`config.mk`:
```
export PLATFORM = sky130hd
export DESIGN_NAME = calc_issue_stage
export DESIGN_NICKNAME = d
export VERILOG_FILES = /design/src/rtl/calc_pkg.sv /design/src/rtl/calc_cmd_fifo.sv /design/src/rtl/calc_issue_stage.sv
export SDC_FILE = /design/constraint.sdc
export NUM_CORES = 1
export LEC_CHECK = 0
export CAP_MARGIN = 20
export CORE_UTILIZATION = 40
export CTS_CLUSTER_SIZE = 10
export DETAILED_ROUTE_END_ITERATION = 12
export HOLD_SLACK_MARGIN = 0.15
export PLACE_DENSITY = 0.69
export SLEW_MARGIN = 20
export SYNTH_ARGS = -nofsm -noshare
export SYNTH_HDL_FRONTEND = slang
export SYNTH_HIERARCHICAL = 1
export SYNTH_SLANG_ARGS = --single-unit
export TNS_END_PERCENT = 100
```
`constraint.sdc`:
```
create_clock -name clk -period 3.72 [get_ports clk]
set_clock_uncertainty 0.2 [all_clocks]
set_input_delay 0.744 -clock clk [delete_from_list [all_inputs] [get_ports clk]]
set_output_delay 0.744 -clock clk [all_outputs]
set_load 0.05 [all_outputs]
```
`src/rtl/calc_pkg.sv`:
```
// Shared types and constants for the calculator issue stage.
package calc_pkg;

  localparam int CALC_DATA_W = 32;

  typedef enum logic [1:0] {
    CALC_ADD = 2'd0,
    CALC_SUB = 2'd1,
    CALC_MUL = 2'd2,
    CALC_DIV = 2'd3
  } calc_op_e;

  typedef struct packed {
    logic [CALC_DATA_W-1:0] operand1;
    logic [CALC_DATA_W-1:0] operand2;
    calc_op_e               op;
  } calc_cmd_t;

endpackage

```
`src/rtl/calc_cmd_fifo.sv`:
```
// Command FIFO for the issue stage; head is read combinationally from the read pointer.
module calc_cmd_fifo
  import calc_pkg::*;
#(
  parameter int  DEPTH  = 4,
  parameter type elem_t = calc_cmd_t
) (
  input  logic  clk,
  input  logic  rst_n,
  input  logic  push,
  input  elem_t wr_data,
  input  logic  pop,
  output elem_t head,
  output logic  full,
  output logic  empty
);

  localparam int PTR_W = $clog2(DEPTH);
  localparam int CNT_W = PTR_W + 1;
  localparam logic [CNT_W-1:0] FULL_CNT = CNT_W'(DEPTH);

  elem_t            mem [DEPTH];
  logic [PTR_W-1:0] wr_ptr;
  logic [PTR_W-1:0] rd_ptr;
  logic [CNT_W-1:0] count;
  logic             do_push;
  logic             do_pop;

  assign full    = (count == FULL_CNT);
  assign empty   = (count == '0);
  assign do_push = push && !full;
  assign do_pop  = pop && !empty;
  assign head    = mem[rd_ptr];

  // Storage carries no reset; only pointers and count define validity.
  always_ff @(posedge clk) begin
    if (do_push) begin
      mem[wr_ptr] <= wr_data;
    end
  end

  always_ff @(posedge clk or negedge rst_n) begin
    if (!rst_n) begin
      wr_ptr <= '0;
      rd_ptr <= '0;
      count  <= '0;
    end else begin
      if (do_push) wr_ptr <= wr_ptr + PTR_W'(1);
      if (do_pop)  rd_ptr <= rd_ptr + PTR_W'(1);
      case ({do_push, do_pop})
        2'b10:   count <= count + CNT_W'(1);
        2'b01:   count <= count - CNT_W'(1);
        default: count <= count;
      endcase
    end
  end

endmodule

```
`src/rtl/calc_issue_stage.sv`:
```
// Issue stage: buffers commands, feeds the external calculator, registers its result.
// Optional statistics counters are enabled with `define CALC_ISSUE_STATS_EN.
module calc_issue_stage
  import calc_pkg::*;
#(
  parameter int DEPTH  = 4,
  parameter int DATA_W = CALC_DATA_W
) (
  input  logic              clk,
  input  logic              rst_n,
  input  logic              in_valid,
  output logic              in_ready,
  input  logic [DATA_W-1:0] in_operand1,
  input  logic [DATA_W-1:0] in_operand2,
  input  logic [1:0]        in_operator,
  output logic [DATA_W-1:0] calc_operand1,
  output logic [DATA_W-1:0] calc_operand2,
  output logic [1:0]        calc_operator,
  input  logic [DATA_W-1:0] calc_result,
  input  logic              calc_overflow,
  output logic              out_valid,
  input  logic              out_ready,
  output logic [DATA_W-1:0] out_result,
  output logic              out_overflow,
  output logic [1:0]        out_op,
  output logic              busy
`ifdef CALC_ISSUE_STATS_EN
  ,
  input  logic              stat_clear,
  output logic [31:0]       stat_issued,
  output logic [31:0]       stat_divzero
`endif
);

  calc_cmd_t wr_cmd;
  calc_cmd_t head;
  logic      full;
  logic      empty;
  logic      push;
  logic      pop;
  logic      masked_ovf;

  assign wr_cmd = '{operand1: in_operand1, operand2: in_operand2, op: calc_op_e'(in_operator)};

  assign in_ready = !full;
  assign push     = in_valid && in_ready;
  assign pop      = !empty && (!out_valid || out_ready);

  calc_cmd_fifo #(
    .DEPTH  (DEPTH),
    .elem_t (calc_cmd_t)
  ) u_fifo (
    .clk     (clk),
    .rst_n   (rst_n),
    .push    (push),
    .wr_data (wr_cmd),
    .pop     (pop),
    .head    (head),
    .full    (full),
    .empty   (empty)
  );

  assign calc_operand1 = empty ? '0 : head.operand1;
  assign calc_operand2 = empty ? '0 : head.operand2;
  assign calc_operator = empty ? 2'b00 : head.op;

  // The calculator only defines its overflow flag for division.
  assign masked_ovf = (head.op == CALC_DIV) && calc_overflow;

  always_ff @(posedge clk or negedge rst_n) begin
    if (!rst_n) begin
      out_valid    <= 1'b0;
      out_result   <= '0;
      out_overflow <= 1'b0;
      out_op       <= 2'b00;
    end else if (pop) begin
      out_valid    <= 1'b1;
      out_result   <= calc_result;
      out_overflow <= masked_ovf;
      out_op       <= head.op;
    end else if (out_valid && out_ready) begin
      out_valid    <= 1'b0;
    end
  end

  assign busy = !empty || out_valid;

`ifdef CALC_ISSUE_STATS_EN
  // Clear wins over a same-cycle increment.
  always_ff @(posedge clk or negedge rst_n) begin
    if (!rst_n) begin
      stat_issued  <= '0;
      stat_divzero <= '0;
    end else if (stat_clear) begin
      stat_issued  <= '0;
      stat_divzero <= '0;
    end else if (pop) begin
      stat_issued  <= stat_issued + 32'd1;
      if (masked_ovf) stat_divzero <= stat_divzero + 32'd1;
    end
  end
`endif

endmodule

```
### Yosys cells after proc, flatten, opt, wreduce, memory -nomap -nowiden

Memories as Yosys holds them, arrays and structs flattened.
Index checks and enable logic that the tools add are counted.

| operators by class | value |
|---|---|
| eq/ne operators | 4 |
| add/subtract/negate cells | 4 |
| mux-type cells | 8 |
| reduce and logical (&&, ||, !) cells | 14 |

Operator list:

| operator | count |
|---|---|
| $mux W32 | 2 |
| $logic_and A1 B1 Y1 | 6 |
| $pmux W3 S2 | 1 |
| $add A2 B1 Y2 const B | 2 |
| $eq A2 B2 Y1 const B | 2 |
| $mux W1 | 4 |
| $reduce_bool A2 Y1 | 2 |
| $add A3 B1 Y3 const B | 1 |
| $eq A3 B3 Y1 const B | 1 |
| $logic_not A1 Y1 | 3 |
| $logic_not A3 Y1 | 1 |
| $sub A3 B1 Y3 const B | 1 |
| $eq A2 B1 Y1 const B | 1 |
| $logic_or A1 B1 Y1 | 2 |
| $mux W2 | 1 |

| word-level totals | value |
|---|---|
| output and inout bits | 104 |
| register bits after elaboration | 43 |
| bits in writable memories | 264 |
| input bits | 103 |
| memories kept | 1 |
| logic and storage cells | 38 |

Memories:

| memory | words | bits a word | rd ports | clocked after memory_dff | write ports | RTL line | source |
|---|---|---|---|---|---|---|---|
| u_fifo.mem | 4 | 66 | 1 | 0 | 1 | calc_cmd_fifo.sv:22 | `elem_t mem [DEPTH];` |

### Longest topological paths before layout

Gate-level depths: netlist of run 1.

| logic depth | value |
|---|---|
| depth in word-level cells | 6 |
| gate-level depth with buffers | 10 |
| depth with buffers taken out | 10 |

### Cells and area by module

Netlist of run 1, hierarchy kept.

By module, submodules not included:

| module | area an instance (um2) | seq. area each (um2) | cells an instance | instances |
|---|---|---|---|---|
| calc_cmd_fifo | 9960.8 | 8102.8 | 382 | 1 |
| calc_issue_stage | 1819.2 | 900.9 | 155 | 1 |

### Worst setup path before layout of run 1

No wires, ideal clock.

| timing path | value |
|---|---|
| path kind | input port to flip-flop |
| start | input in_valid |
| end | memory u_fifo/mem[0][0] (netlist bit) (enable) |
| buffers on the path | 0 |
| arrival time | 2.771 ns |
| library setup time | 0.431 ns |
| cell stages on the path | 3 |
| setup slack | 0.317 ns |
| data required time | 3.089 ns |
| path through | nor2b_1 nor2b_1 and2_1 |

| between the ends | value |
|---|---|
| word-level cells in the longest chain between the ends | 4 |

Ends and longest elaborated chain:

| element | RTL line | source |
|---|---|---|
| start, declared | calc_issue_stage.sv:11 | `input logic in_valid,` |
| $logic_and A1 B1 Y1 | calc_issue_stage.sv:46 | `assign push = in_valid && in_ready;` |
| $logic_and A1 B1 Y1 | calc_cmd_fifo.sv:31 | `assign do_push = push && !full;` |
| $mux W1 | calc_cmd_fifo.sv:37 | `if (do_push) begin` |
| $mux W1 (not written as such) | calc_cmd_fifo.sv:38 | `mem[wr_ptr] <= wr_data;` |
| end, declared | calc_cmd_fifo.sv:22 |  |

No other way between the ends.

==> results.toml, run 1 <==
[outcome]
outcome = "finished, final reports clean"

[floorplanning]
die_y_um = 174
die_area_um2 = 30100
ios = 207
fp.dieW_um = 174
core_area_um2 = 28900
rows = 62
initial_utilization_pct = 40.8

[clock_network]
clkTransAtPathRegs_ps = 50
clk_path_buf_depth = 3
insertion_delay_ps = 510
post_cts_buffers = 0
root_buffer = "clkbuf_16"
cts.htree.levels = 2
numCtsBuffers = 37
clock-sinks = 307
cts_tree = "built"

[timing]
fin_crit_ps = 3590
slew_violations = 0
period_share_pct = 96.6
rsz0062_at_grt = "no"
tightest_slew_ps = 585
fmaxAchievable_mhz = 278
slew_headroom_pct = 61.0
setup_viol_count_final = 0
hold_viol = 0
setup-tns-final_ps = 0
finalHoldWorstSlack_ps = 285

[synth]
yosysTopAreaCell = "edfxtp_1"
synth_seq_cells = 307
synth_most_common_cell = "edfxtp_1"
syn-num-nets = 646
synth_edf_count = 264
avgSynthCellArea_um2 = 21.9
ys.flop_type = "edfxtp_1"
async_flop_share_pct = 14.0
ys_seq_area_share_pct = 76.4
synth.distinct_cells = 27
synth_area_leaders = "edfxtp_1, mux4_2, dfrtp_1"
syn_area_um2 = 11800
synth_top_area_share_pct = 67.3
synth-warning-count = 6
syn_inst = 537
synth_commonest_cells = "edfxtp_1, nor2b_1, mux4_2"

[cells_and_area]
fillers = 2283
layout.nets = 887
syn2layout_area_growth_pct = 31.0
drive_gt1_share_pct = 26.1

[pwr]
ir_worst_vdd_mv = 0.614
total_leakage_power_nw = 5.31
powerDensity_nw_per_um2 = 973

[setup_path]
critPathLaunchType = "register"
cp.arrival_ps = 2650
critPathKind = "reg -> out"
worstSetupEndpointType = "output port"
required_ps = 2780
critical_path_peak_fanout = 35

[grt]
gr-usage-all-layers_pct = 15.7
grt_pass1_wl_um = 35900
grt_pass1_vias = 6278
antenna_found_initial = 1
grt_max_degree = 44
grt-ovfl-total = 0

[worst_hold_path]
hp-class = "reg -> reg"

[drt]
drc = 0
viasPerCell = 4.95
drt_first_pass_iters = 6
vias = 5812
drt_iter0_drc = 276
wl_um = 23000
wl_per_cell_um = 19.6
ant_nets = 0

[job]
drv_cap = 0

[placed_design]
dp_hpwl_um = 14500
gp_congestion = 0.685
io_buffers = 206
==> sequential cells by signal (all words and copies together), names as in the netlist <==
signal	count
u_fifo/count	3
u_fifo/rd_ptr	2
out_result	32
u_fifo/wr_ptr	2
out_overflow	1
out_valid	1
u_fifo/mem	264
out_op	2
==> where the power goes <==
part	switching (mW)	total, mW	leakage (nW)	internal, mW
logic	4.30	6.90	1.88	2.60
registers	0.314	4.93	2.91	4.61
clock network	1.22	3.20	0.524	1.98
==> metal layers <==
layer  vias up  GRT usage [%]  wire (um)
li1       2603              -          -
met1      3008           19.7       9480
met2       161           27.2      11800
met3        40           3.71       1270
met4         0           4.75        444
met5         -              0          0
==> layout by cell type (no fill, tap or decap), types with 9 or more instances in the layout <==
master           count
mux4_2              66
clkbuf_16           39
edfxtp_1           264
clkdlybuf4s50_1    172
mux2_2              35
buf_4               42
dfrtp_1             41
buf_12               9
nor2b_1             68
inv_1                9
==> cell families (layout without fill, tap and decap cells) <==
logic type	Yosys count	count (layout)	share of synthesized area [%]
flip-flops	307	307	76.4
AO/OA/AOI/OAI	3	3	0.255
AND/OR/NAND/NOR	78	78	4.08
multiplexers	103	103	16.1
other	0	1	0
XOR/XNOR	6	6	0.446
adder cells (fa/ha/maj)	6	6	0.701
buffers and inverters	34	287	1.94
==> per-stage QoR <==
step / std cells / util (%) / power, mW / setup WS, ps / instance area (um^2)
5_1_grt: 1174 / 53.5 / 15.7 / 22.4 / 15400
3_5_place_dp: 1121 / 49.6 / 12.0 / 575 / 14300
2_1_floorplan: 537 / - / 9.81 / 317 / 11800
4_1_cts: 1172 / 53.3 / 15.2 / 26.1 / 15400
6_report: 1175 / 53.5 / 15.0 / 127 / 15400
3_3_place_gp: 1121 / 49.6 / 11.9 / 574 / 14300
==> worst paths after layout <==
check | startpoint | slack, ps | cells past startpoint | end
worst max-delay path | u_fifo/rd_ptr[1] | 130 | 3 | calc_operand1[14]
worst min-delay path | out_result[22] | 280 | 1 | out_result[22]
worst max register to register | u_fifo/count[0] | 1120 | 10 | u_fifo/count[2]
worst min register to register | out_result[22] | 280 | 1 | out_result[22]
max in group asynchronous | rst_n | 2250 | 3 | u_fifo/rd_ptr[1]
min in group asynchronous | rst_n | 550 | 2 | out_result[9]
==> layout make-up <==
| type | count | area [um^2] | share of cell area [%] |
|---|---|---|---|
| Timing Repair Buffer | 227 | 2270 | 14.7 |
| Sequential cell | 307 | 9010 | 58.4 |
| Clock buffer | 47 | 1030 | 6.65 |
| Clock inverter | 4 | 46.3 | 0.300 |
| Multi-Input combinational cell | 196 | 2560 | 16.6 |
| Tap cell | 384 | 480 | 3.11 |
| Inverter | 9 | 33.8 | 0.219 |
| Antenna cell | 1 | 2.50 | 0.0162 |
==> critical path, cell delays in order, from the launching register on <==
cell and delay [ps]:
dfrtp_4 800, mux4_2 300, nor2b_1 200, clkdlybuf4s50_1 830
==> timing repair <==
item,in CTS,in global routing
hold buffers,0,1
hold endpoints to repair,0,21
endpoints found under the setup margin,0,11
resized for setup,0,1
(Power assumes the default switching activity.)
==> run 2: changes to the inputs <==
--- a/config.mk
+++ b/config.mk
@@ -11,4 +11,5 @@
 export DETAILED_ROUTE_END_ITERATION = 12
 export HOLD_SLACK_MARGIN = 0.15
+export MAX_ROUTING_LAYER = met4
 export PLACE_DENSITY = 0.69
 export SLEW_MARGIN = 20
--- a/constraint.sdc
+++ b/constraint.sdc
@@ -3,3 +3,3 @@
 set_input_delay 0.744 -clock clk [delete_from_list [all_inputs] [get_ports clk]]
 set_output_delay 0.744 -clock clk [all_outputs]
-set_load 0.05 [all_outputs]
+set_load 0.005 [all_outputs]
==> results.toml, run 2 (same netlist as run 1, synthesis figures left out) <==
[cells_and_area]
multi_input_area_um2 = 2560
reg.largest.list = "u_fifo/mem x264, out_result x32, u_fifo/count x3"
final_common_cell = "edfxtp_1"
largest_register = "u_fifo/mem"
fillers = 2295
fin_util_pct = 53.6
largest_register_ffs = 264
fin_cells = 1180
drive_gt1_share_pct = 21.9
seq_area_um2 = 9010
syn2layout_area_growth_pct = 31.4
layout.nets = 890
final_cell_mix = "edfxtp_1, clkdlybuf4s50_1, nor2b_1"

[drt]
drc = 0
vias = 5843
drt_iter0_drc = 272
ant_nets = 0
wl_per_cell_um = 20.0
wl_um = 23600
drt_first_pass_iters = 4
viasPerCell = 4.95

[timing]
tightest_slew_ps = 970
fmaxAchievable_mhz = 290
fin_crit_ps = 3450
period_share_pct = 92.7
slew_violations = 0
rsz0062_at_grt = "no"
hold_viol = 0
setup_viol_count_final = 0
slew_headroom_pct = 35.3
finalHoldWorstSlack_ps = 206
setup-tns-final_ps = 0

[floorplanning]
initial_utilization_pct = 40.8
rows = 62
die_area_um2 = 30100
fp.dieW_um = 174
die_y_um = 174
ios = 207
core_area_um2 = 28900

[setup_path]
required_ps = 2780
worstSetupEndpointType = "output port"
reg2reg_from = "u_fifo/count[0]"
reg2reg_slack_ps = 1010
critical_path_peak_fanout = 27
r2r_cells = 10
cp.arrival_ps = 2510
critPathKind = "reg -> out"
reg2reg_to = "u_fifo/count[2]"
setup.worst_path.start = "u_fifo/rd_ptr[0]"
critPathLaunchType = "register"

[clock_network]
clk_path_buf_depth = 3
hold_buffers = 0
insertion_delay_ps = 500
cts.htree.levels = 2
cts_tree = "built"
root_buffer = "clkbuf_16"
clkTransAtPathRegs_ps = 60
numCtsBuffers = 36
post_cts_buffers = 0
clock-sinks = 307
post_cts_resized = 0

[pwr]
powerDensity_nw_per_um2 = 811
total_leakage_power_nw = 5.26
ir_worst_vdd_mv = 0.457
total_power_mw = 12.6

[job]
drv_cap = 0

[grt]
use_met2_pct = 28.3
grt_max_degree = 67
grt-ovfl-total = 0
antenna_found_initial = 1
gr-max-usage-layer = "met2"
use_met3_pct = 3.38
met1_usage_pct = 19.9
grt_pass1_vias = 6390
grt_pass1_wl_um = 36700
gr-usage-all-layers_pct = 16.5

[placed_design]
dp_hpwl_um = 14500
gp_congestion = 0.710
dp_cells = 1118
io_buffers = 206

[worst_hold_path]
hp-class = "in -> async"

[outcome]
outcome = "finished, final reports clean"
## run 2: routing by layer
metal | up-vias | wire length (um) | part of all wire (%)
met1 | 3028 | 9790 | 41
met3 | 34 | 1220 | 5.2
met5 | - | 0 | 0
met4 | 0 | 422 | 1.8
met2 | 156 | 12200 | 52
li1 | 2625 | - | -
## run 2: how the worst max path moves through the flow
stage,endpoint
after floorplan,u_fifo/mem[0][0]
after global placement,calc_operand1[31]
after detailed placement,u_fifo/mem[0][21]
after CTS,calc_operand1[5]
after global routing,calc_operand1[2]
final,calc_operand1[5]
## run 2: per-stage QoR
| stage | instance area, um^2 | setup WS, ps |
|---|---|---|
| 2_1_floorplan | 11800 | 317 |
| 5_1_grt | 15500 | 126 |
| 3_5_place_dp | 14400 | 615 |
| 4_1_cts | 15400 | 78.4 |
| 3_3_place_gp | 14400 | 637 |
| 6_report | 15500 | 270 |
## run 2: cell type report
cell class              instances  area share (%)
flip-flops and latches        307            58.2
repair buffers                231            15.3
inverters                       9           0.218
diodes                          1          0.0162
clock inverters                 1           0.105
clock buffers                  51            6.46
multi-input cells             196            16.6
well taps                     384            3.10
## run 2: power by group
part	internal, mW	switching (mW)	leakage, nW
combinational	2.75	1.79	1.85
clock	1.85	1.24	0.491
sequential	4.61	0.319	2.91
total	9.21	3.35	5.26
## run 2: worst max-delay path, cell delays in order (launching register included)
cell and delay (ps):
dfrtp_4 540, buf_12 280, mux4_2 520, nor2b_1 150, clkdlybuf4s50_1 490
==> run 3: changes to the inputs <==
Settings changed: PLACE_DENSITY 0.69 to 0.66.
==> results.toml, run 3 (same netlist as run 1, synthesis figures left out) <==
[floorplanning]
die_y_um = 174
ios = 207
rows = 62
die_area_um2 = 30100
initial_utilization_pct = 40.8
core_area_um2 = 28900
fp.dieW_um = 174

[timing]
setup_viol_count_final = 0
slew_headroom_pct = 36.9
tightest_slew_ps = 946
period_share_pct = 94.8
finalHoldWorstSlack_ps = 200
rsz0062_at_grt = "no"
slew_violations = 0
fmaxAchievable_mhz = 284
setup-tns-final_ps = 0
fin_ws_ps = 193
fin_crit_ps = 3530
hold_viol = 0

[setup_path]
cp.arrival_ps = 2580
required_ps = 2780
r2r_cells = 10
critical_path_peak_fanout = 41
critPathKind = "reg -> out"
setup.worst_path.start = "u_fifo/rd_ptr[1]"
worstSetupEndpointType = "output port"
reg2reg_from = "u_fifo/count[0]"
critPathSlowestCell = "dfrtp_4"
cp_cell_sequence = "buf_12 -> mux4_2 -> nor2b_1 -> clkdlybuf4s50_1"
critPathLaunchType = "register"
cpPeakStageDelay_ps = 850

[clock_network]
clock-sinks = 307
cts_tree = "built"
cts.htree.levels = 2
hold_buffers = 0
clkTransAtPathRegs_ps = 60
clk_path_buf_depth = 3
post_cts_resized = 0
numCtsBuffers = 37
insertion_delay_ps = 500
root_buffer = "clkbuf_16"
post_cts_buffers = 0

[placed_design]
gp_congestion = 0.765
dp_hpwl_um = 14700
post_dp_cell_area_um2 = 14400
io_buffers = 206
dp_slack_ps = 536

[cells_and_area]
layout.nets = 883
design_area_um2 = 15400
syn2layout_area_growth_pct = 30.9
largest_register_ffs = 264
final_common_cell = "edfxtp_1"
reg.largest.list = "u_fifo/mem x264, out_result x32, u_fifo/count x3"
final_cell_mix = "edfxtp_1, clkdlybuf4s50_1, nor2b_1"
drive_gt1_share_pct = 21.6
largest_register = "u_fifo/mem"

[drt]
vias = 5802
drt_iter0_drc = 268
wl_um = 23300
ant_nets = 0
viasPerCell = 4.94
wl_per_cell_um = 19.8
drc = 0
drt_first_pass_iters = 4

[job]
drv_cap = 0

[worst_hold_path]
hp-class = "in -> async"

[grt]
antenna_found_initial = 2
gr-usage-all-layers_pct = 16.4
grt-ovfl-total = 0
grt_max_degree = 44
grt_pass1_vias = 6516
grt_pass1_wl_um = 37000

[outcome]
outcome = "finished, final reports clean"

[pwr]
total_power_mw = 12.5
total_leakage_power_nw = 5.23
powerDensity_nw_per_um2 = 812
ir_worst_vdd_mv = 0.434
run 3: per-layer routing:
metal	track usage (%)	part of all wire (%)	routed length (um)
met2	28.5	52	12200
met1	19.1	40	9350
met5	-	0	0
met4	4.86	1.9	446
met3	3.73	5.5	1280
run 3: area by class of cell:
class	instances	area, um^2
Fill cell	2276	13400
Sequential cell	307	9010
Multi-Input combinational cell	196	2560
Timing Repair Buffer	223	2270
Clock buffer	50	1040
Tap cell	384	480
Inverter	9	33.8
Clock inverter	3	17.5
Antenna cell	2	5.00
run 3: power by group:
part	internal [mW]	switching, mW	leakage, nW
logic	2.67	1.75	1.81
clock network	1.92	1.21	0.516
registers	4.62	0.350	2.91
total	9.21	3.31	5.23
run 3: critical path, delay by kind of cell (launching register included):
kind	cells	cell delay [ps]
mux	1	330
simple gates	1	150
buf+inv	2	720
flops	1	850
run 3: path summary, 6_finish.rpt:
kind | slack (ps) | end
worst max-delay path | 190 | calc_operand2[26]
worst max register to register | 1110 | u_fifo/count[2]
worst min register to register | 300 | out_result[2]
max in group asynchronous | 2430 | u_fifo/rd_ptr[1]
min in group clk | 300 | out_result[2]
worst min-delay path | 200 | out_result[8]
run 3: through the flow:
stage	instances	utilization (%)
floorplan	537	-
global placement	1119	49.8
detailed placement	1119	49.8
CTS	1172	53.4
global route	1174	53.4
finish	1174	53.4
==> RTL change 1 (config.mk and constraints of run 1) <==
The option `CALC_ISSUE_STATS_EN` is turned on by a define.
--- a/src/rtl/calc_issue_stage.sv
+++ b/src/rtl/calc_issue_stage.sv
@@ -1,4 +1,6 @@
 // Issue stage: buffers commands, feeds the external calculator, registers its result.
 // Optional statistics counters are enabled with `define CALC_ISSUE_STATS_EN.
+`define CALC_ISSUE_STATS_EN
+
 module calc_issue_stage
   import calc_pkg::*;
Ports: changed (added stat_clear, stat_divzero and stat_issued); port bits go from 207 to 272. The function was not compared with the original's and may differ.
==> RTL change 1 against run 1 <==
  * Synthesized area is 29% higher
  * Sequential share of layout area is 5.3 points lower
  * Non-clock buffer count is 74 higher
  * Worst setup slack worse by 0.0082 ns
  * Sequential cell count is 64 higher
  * Total power is 11% higher
  * Cell count is 48% higher
  * Sequential power is 14% higher
  * Routed wire length is 46% higher
  * Cell area is 30% higher
==> RTL change 1: results (changes against run 1) <==
status: "finished, final reports clean"
grt_max_degree: 65  # +48%
cts_made_buffers: 44  # +19%
rr_endpoint: "stat_divzero[29]"
drive_above_1_share: 0.184  # -0.0767
synthesis.nets: 1000  # +55%
globalplace.congestion: 0.818  # +20%
first_pass_iters: 5  # -1
place_hpwl_mm: 21.8  # +50%
synth_area_leaders: "edfxtp_1 (52%), dfrtp_1 (18%), mux4_2 (9.8%)"
min_to: "out_overflow"
ir_worst_vdd_mv: 0.529  # -14%
grt_pass1_vias: 9042  # +44%
routed_wl_mm: 33.6  # +46%
synth_commonest_cells: "edfxtp_1 (264), dfrtp_1 (107), nor2b_1 (71)"
ys_seq_area_frac: 0.700  # -0.0645
grt_antenna_before_repair: 5  # +4
drtIter0Drc: 328  # +19%
worst_path_largest_cell_delay_ns: 0.74  # -0.09 ns
yosysUniqueCellTypes: 52  # +93%
async_flop_share: 0.288  # +0.148
layout.nets: 1307  # +47%
grt_usage: 0.177  # +0.0197
synthXorXnorAreaFrac: 0.0324  # +0.0279
reg2reg_slack_ns: 0.58  # -0.54 ns
grt_pass1_wl_mm: 52.2  # +46%
critPathLaunch: "u_fifo/rd_ptr[0]"
placed_cell_area_sq_um: 18600  # +30%
cp_max_fo: 15  # -57%
syn_area_sq_um: 15200  # +29%
synth_compound_gate_area_share: 0.00859  # +0.00604
==> RTL change 1: cell types whose count changed in the layout (fill, tap and decap cells not counted), moves of 8 or more <==
cell,change
a21oi_1,+8
and3_1,+11
and4_1,+11
buf_4,-14
clkbuf_1,+19
clkdlybuf4s50_1,+37
dfrtp_1,+64
dlygate4sd2_1,+46
nand2_1,+24
nand3_1,+19
nand4_1,+20
nor2_1,+56
xnor2_1,+31
xor2_1,+19
==> RTL change 1: what timing repair did <==
action	4_1_cts	5_1_grt
cloned	0	0
hold buffers	1	0
endpoints found under the hold margin	31	0
resized for setup	46	2
setup buffers	0	0
endpoints found under the setup margin	46	2
==> RTL change 1: power groups by stage <==
stage,Combinational (mW),Clock (mW),Sequential [mW]
CTS,7.18,4.19,5.63
global route,7.43,4.34,5.70
floorplan,4.39,0,6.23
global placement,7.41,0,5.66
detailed placement,7.43,0,5.70
finish,7.04,4.06,5.62
==> RTL change 1: worst max-delay path by stage <==
stage | end | slack, ns
2_1_floorplan | u_fifo/mem[0][0] | 0.32
3_3_place_gp | calc_operand2[5] | 0.46
3_5_place_dp | calc_operand2[5] | 0.44
4_1_cts | calc_operand1[24] | 0.01
5_1_grt | calc_operand1[8] | 0.002
6_report | calc_operand1[8] | 0.12
==> RTL change 1: logic make-up (layout without fill, tap and decap cells) <==
kind of cell	after synthesis	count (layout)
buffers and inverters	55	395
adders and majority gates	8	8
and+or+nand+nor	271	271
other	0	3
xor gates and xnor gates	56	56
DFF	371	371
AOI/OAI and AO/OA	21	21
muxes	106	106
==> RTL change 1: per-stage QoR <==
step	utilization	hold WS, ns	total power, mW	worst slack (ns)	cells
after global placement	0.504	0.269	13.1	0.455	1652
final	0.541	0.282	16.7	0.119	1735
after CTS	0.540	0.286	17.0	0.0123	1732
after floorplan	-	0.248	10.6	0.317	888
after detailed placement	0.504	0.274	13.1	0.440	1652
after global routing	0.541	0.307	17.5	0.00238	1732
==> RTL change 1: final cells by class <==
| cell class | count | area share |
|---|---|---|
| flip-flops and latches | 371 | 0.531 |
| multi-input cells | 462 | 0.213 |
| repair buffers | 301 | 0.151 |
| clock buffers | 75 | 0.0639 |
| well taps | 504 | 0.0316 |
| clock inverters | 4 | 0.00551 |
| inverters | 15 | 0.00282 |
| diodes | 3 | 0.000376 |
==> RTL change 1: routing by layer <==
layer / global-route usage / share of wire / up-vias / wire, microns
li1: - / - / 3986 / -
met1: 0.217 / 0.40 / 4372 / 13600
met2: 0.292 / 0.49 / 248 / 16400
met3: 0.0631 / 0.091 / 47 / 3040
met4: 0.0548 / 0.017 / 4 / 571
met5: 0 / 0.00080 / - / 27
==> RTL change 2 (config.mk and constraints of run 1) <==
Made on the original files. Put one more register stage on the output `out_overflow`. The value now appears one clock later. The other outputs are not delayed to match.
--- a/src/rtl/calc_issue_stage.sv
+++ b/src/rtl/calc_issue_stage.sv
@@ -32,4 +32,6 @@
 `endif
 );
+
+  logic out_overflow_s0;
 
   calc_cmd_t wr_cmd;
@@ -72,10 +74,10 @@
       out_valid    <= 1'b0;
       out_result   <= '0;
-      out_overflow <= 1'b0;
+      out_overflow_s0 <= 1'b0;
       out_op       <= 2'b00;
     end else if (pop) begin
       out_valid    <= 1'b1;
       out_result   <= calc_result;
-      out_overflow <= masked_ovf;
+      out_overflow_s0 <= masked_ovf;
       out_op       <= head.op;
     end else if (out_valid && out_ready) begin
@@ -102,4 +104,8 @@
 `endif
 
+  always_ff @(posedge clk) begin
+    out_overflow <= out_overflow_s0;
+  end
+
 endmodule
 
Behaviour: not the same (a bounded check fails within 4 cycles, from zero or initial values and one cycle with rst_n low).
==> RTL change 2 against run 1 <==
  * Cell area rose by 0.55%
  * Global-route usage fell by 0.067 points
  * Die area rose by 0.17%
  * Count of clock-buffer cells in the layout rose by 5
  * Routed wire length fell by 0.30%
  * Synthesized area rose by 0.17%
  * Total power fell by 0.42%
  * Largest cell class unchanged
  * Worst setup slack got worse by 0.027 ns
  * Sequential share of layout area fell by 0.19 points
  * Sequential cell count rose by 1
==> RTL change 2: results (changes against run 1) <==
syn_inst: 538  # +0.19%
slew_headroom: 0.622  # +0.0120
synth_area_leaders: "edfxtp_1 (67%), mux4_2 (13%), dfrtp_1 (9.1%)"
final_cells: 1183  # +0.68%
synth_commonest_cells: "edfxtp_1 (264), nor2b_1 (68), mux4_2 (66)"
drive_above_1_share: 0.234  # -0.0271
grt_pass1_wl_mm: 36.1  # +0.48%
async_flop_share: 0.140  # -0.000455
synth_top_area_cell: "edfxtp_1"
drtIter0Drc: 315  # +14%
place_hpwl_mm: 14.1  # -3.2%
globalplace.congestion: 0.698  # +1.9%
grt_usage: 0.156  # -0.000665
vias: 5788  # -0.41%
portBuffers: 206  # unchanged
clock_latency_ns: 0.51  # about the same
yosysUniqueCellTypes: 28  # +3.7%
cp_max_fo: 15  # -57%
grt_pass1_vias: 6299  # +0.33%
wl_per_cell_microns: 19.4  # -0.97%
cts_made_buffers: 37  # unchanged
cts_setup_buffers: 0  # unchanged
critPathArrivalTime_ns: 2.68  # +0.03 ns
yosysWarnings: 6  # unchanged
largestRegisters: "u_fifo/mem: 264 flops, out_result: 32 flops, u_fifo/count: 3 flops"
grt_antenna_before_repair: 3  # +2
cts-root-buf: "clkbuf_16"
grt_max_degree: 67  # +52%
layout.nets: 889  # +0.23%
synthesis.nets: 647  # +0.15%
place_inst: 1124  # +0.27%
first_pass_iters: 4  # -2
status: "finished, final reports clean"
ys_seq_area_frac: 0.765  # about the same
fill_cells: 2295  # +0.53%
drv_cap: 0  # unchanged
cts_max_level: 2  # unchanged
ir_worst_vdd_mv: 0.593  # -3.4%
cts.clk_slew.worst_paths_ns: 0.05  # about the same
synth_edf_count: 264  # unchanged
min-delay-path-class: "flop to flop"
leakage_nw: 5.44  # +2.4%
cts_buffer_depth: 3  # unchanged
==> RTL change 2: path summary, 6_finish.rpt <==
kind,start,to,slack (ns),cells past startpoint
setup / recovery,u_fifo/rd_ptr[0],calc_operand1[13],0.10,4
hold / removal,out_overflow_s0,out_overflow,0.16,0
setup reg to reg,u_fifo/count[0],u_fifo/count[2],1.20,10
hold reg to reg,out_overflow_s0,out_overflow,0.16,0
max in group asynchronous,rst_n,u_fifo/rd_ptr[0],2.33,2
min in group asynchronous,rst_n,out_result[7],0.58,2
==> RTL change 2: area by class of cell <==
type,count,area share
well taps,384,0.0310
repair buffers,228,0.151
clock inverters,3,0.00121
inverters,9,0.00218
diodes,3,0.000484
multi-input cells,196,0.165
clock buffers,52,0.0667
flip-flops and latches,308,0.582
==> RTL change 2: cells by family after synthesis <==
family,after synthesis,share of synthesized area
flops,308,0.765
buf+inv,34,0.0194
xor+xnor,6,0.00445
simple gates,78,0.0407
compound gates,3,0.00254
mux,103,0.161
fa+ha+maj,6,0.00700
==> RTL change 2: critical path, stage by stage (launching register included) <==
cell	delay, ns
dfrtp_4	0.58
buf_12	0.22
mux4_2	0.51
nor2b_1	0.15
clkdlybuf4s50_1	0.70
==> RTL change 2: what timing repair did <==
item | in CTS | in global routing
gates resized for setup | 26 | 9
endpoints found under the setup margin | 26 | 9
endpoints found under the hold margin | 0 | 43
hold buffers | 0 | 1
==> RTL change 2: through the flow <==
| stage | setup slack, ns | cell area (sq um) |
|---|---|---|
| final | 0.100 | 15500 |
| after detailed placement | 0.471 | 14500 |
| after global placement | 0.498 | 14500 |
| after floorplan | 0.317 | 11800 |
| after CTS | 0.0146 | 15500 |
| after global routing | 0.0000453 | 15500 |
==> RTL change 2: report_power, final <==
group	internal (mW)	switching [mW]
logic	2.57	4.29
clock network	1.91	1.26
registers	4.63	0.302
total	9.11	5.85
==> RTL change 2: routing by layer <==
layer  global-route usage  part of all wire  up-vias
li1                     -                 -     2618
met1                0.194              0.41     2966
met2                0.266              0.51      164
met3               0.0368             0.059       40
met4               0.0596             0.027        0
met5                    0                 0        -
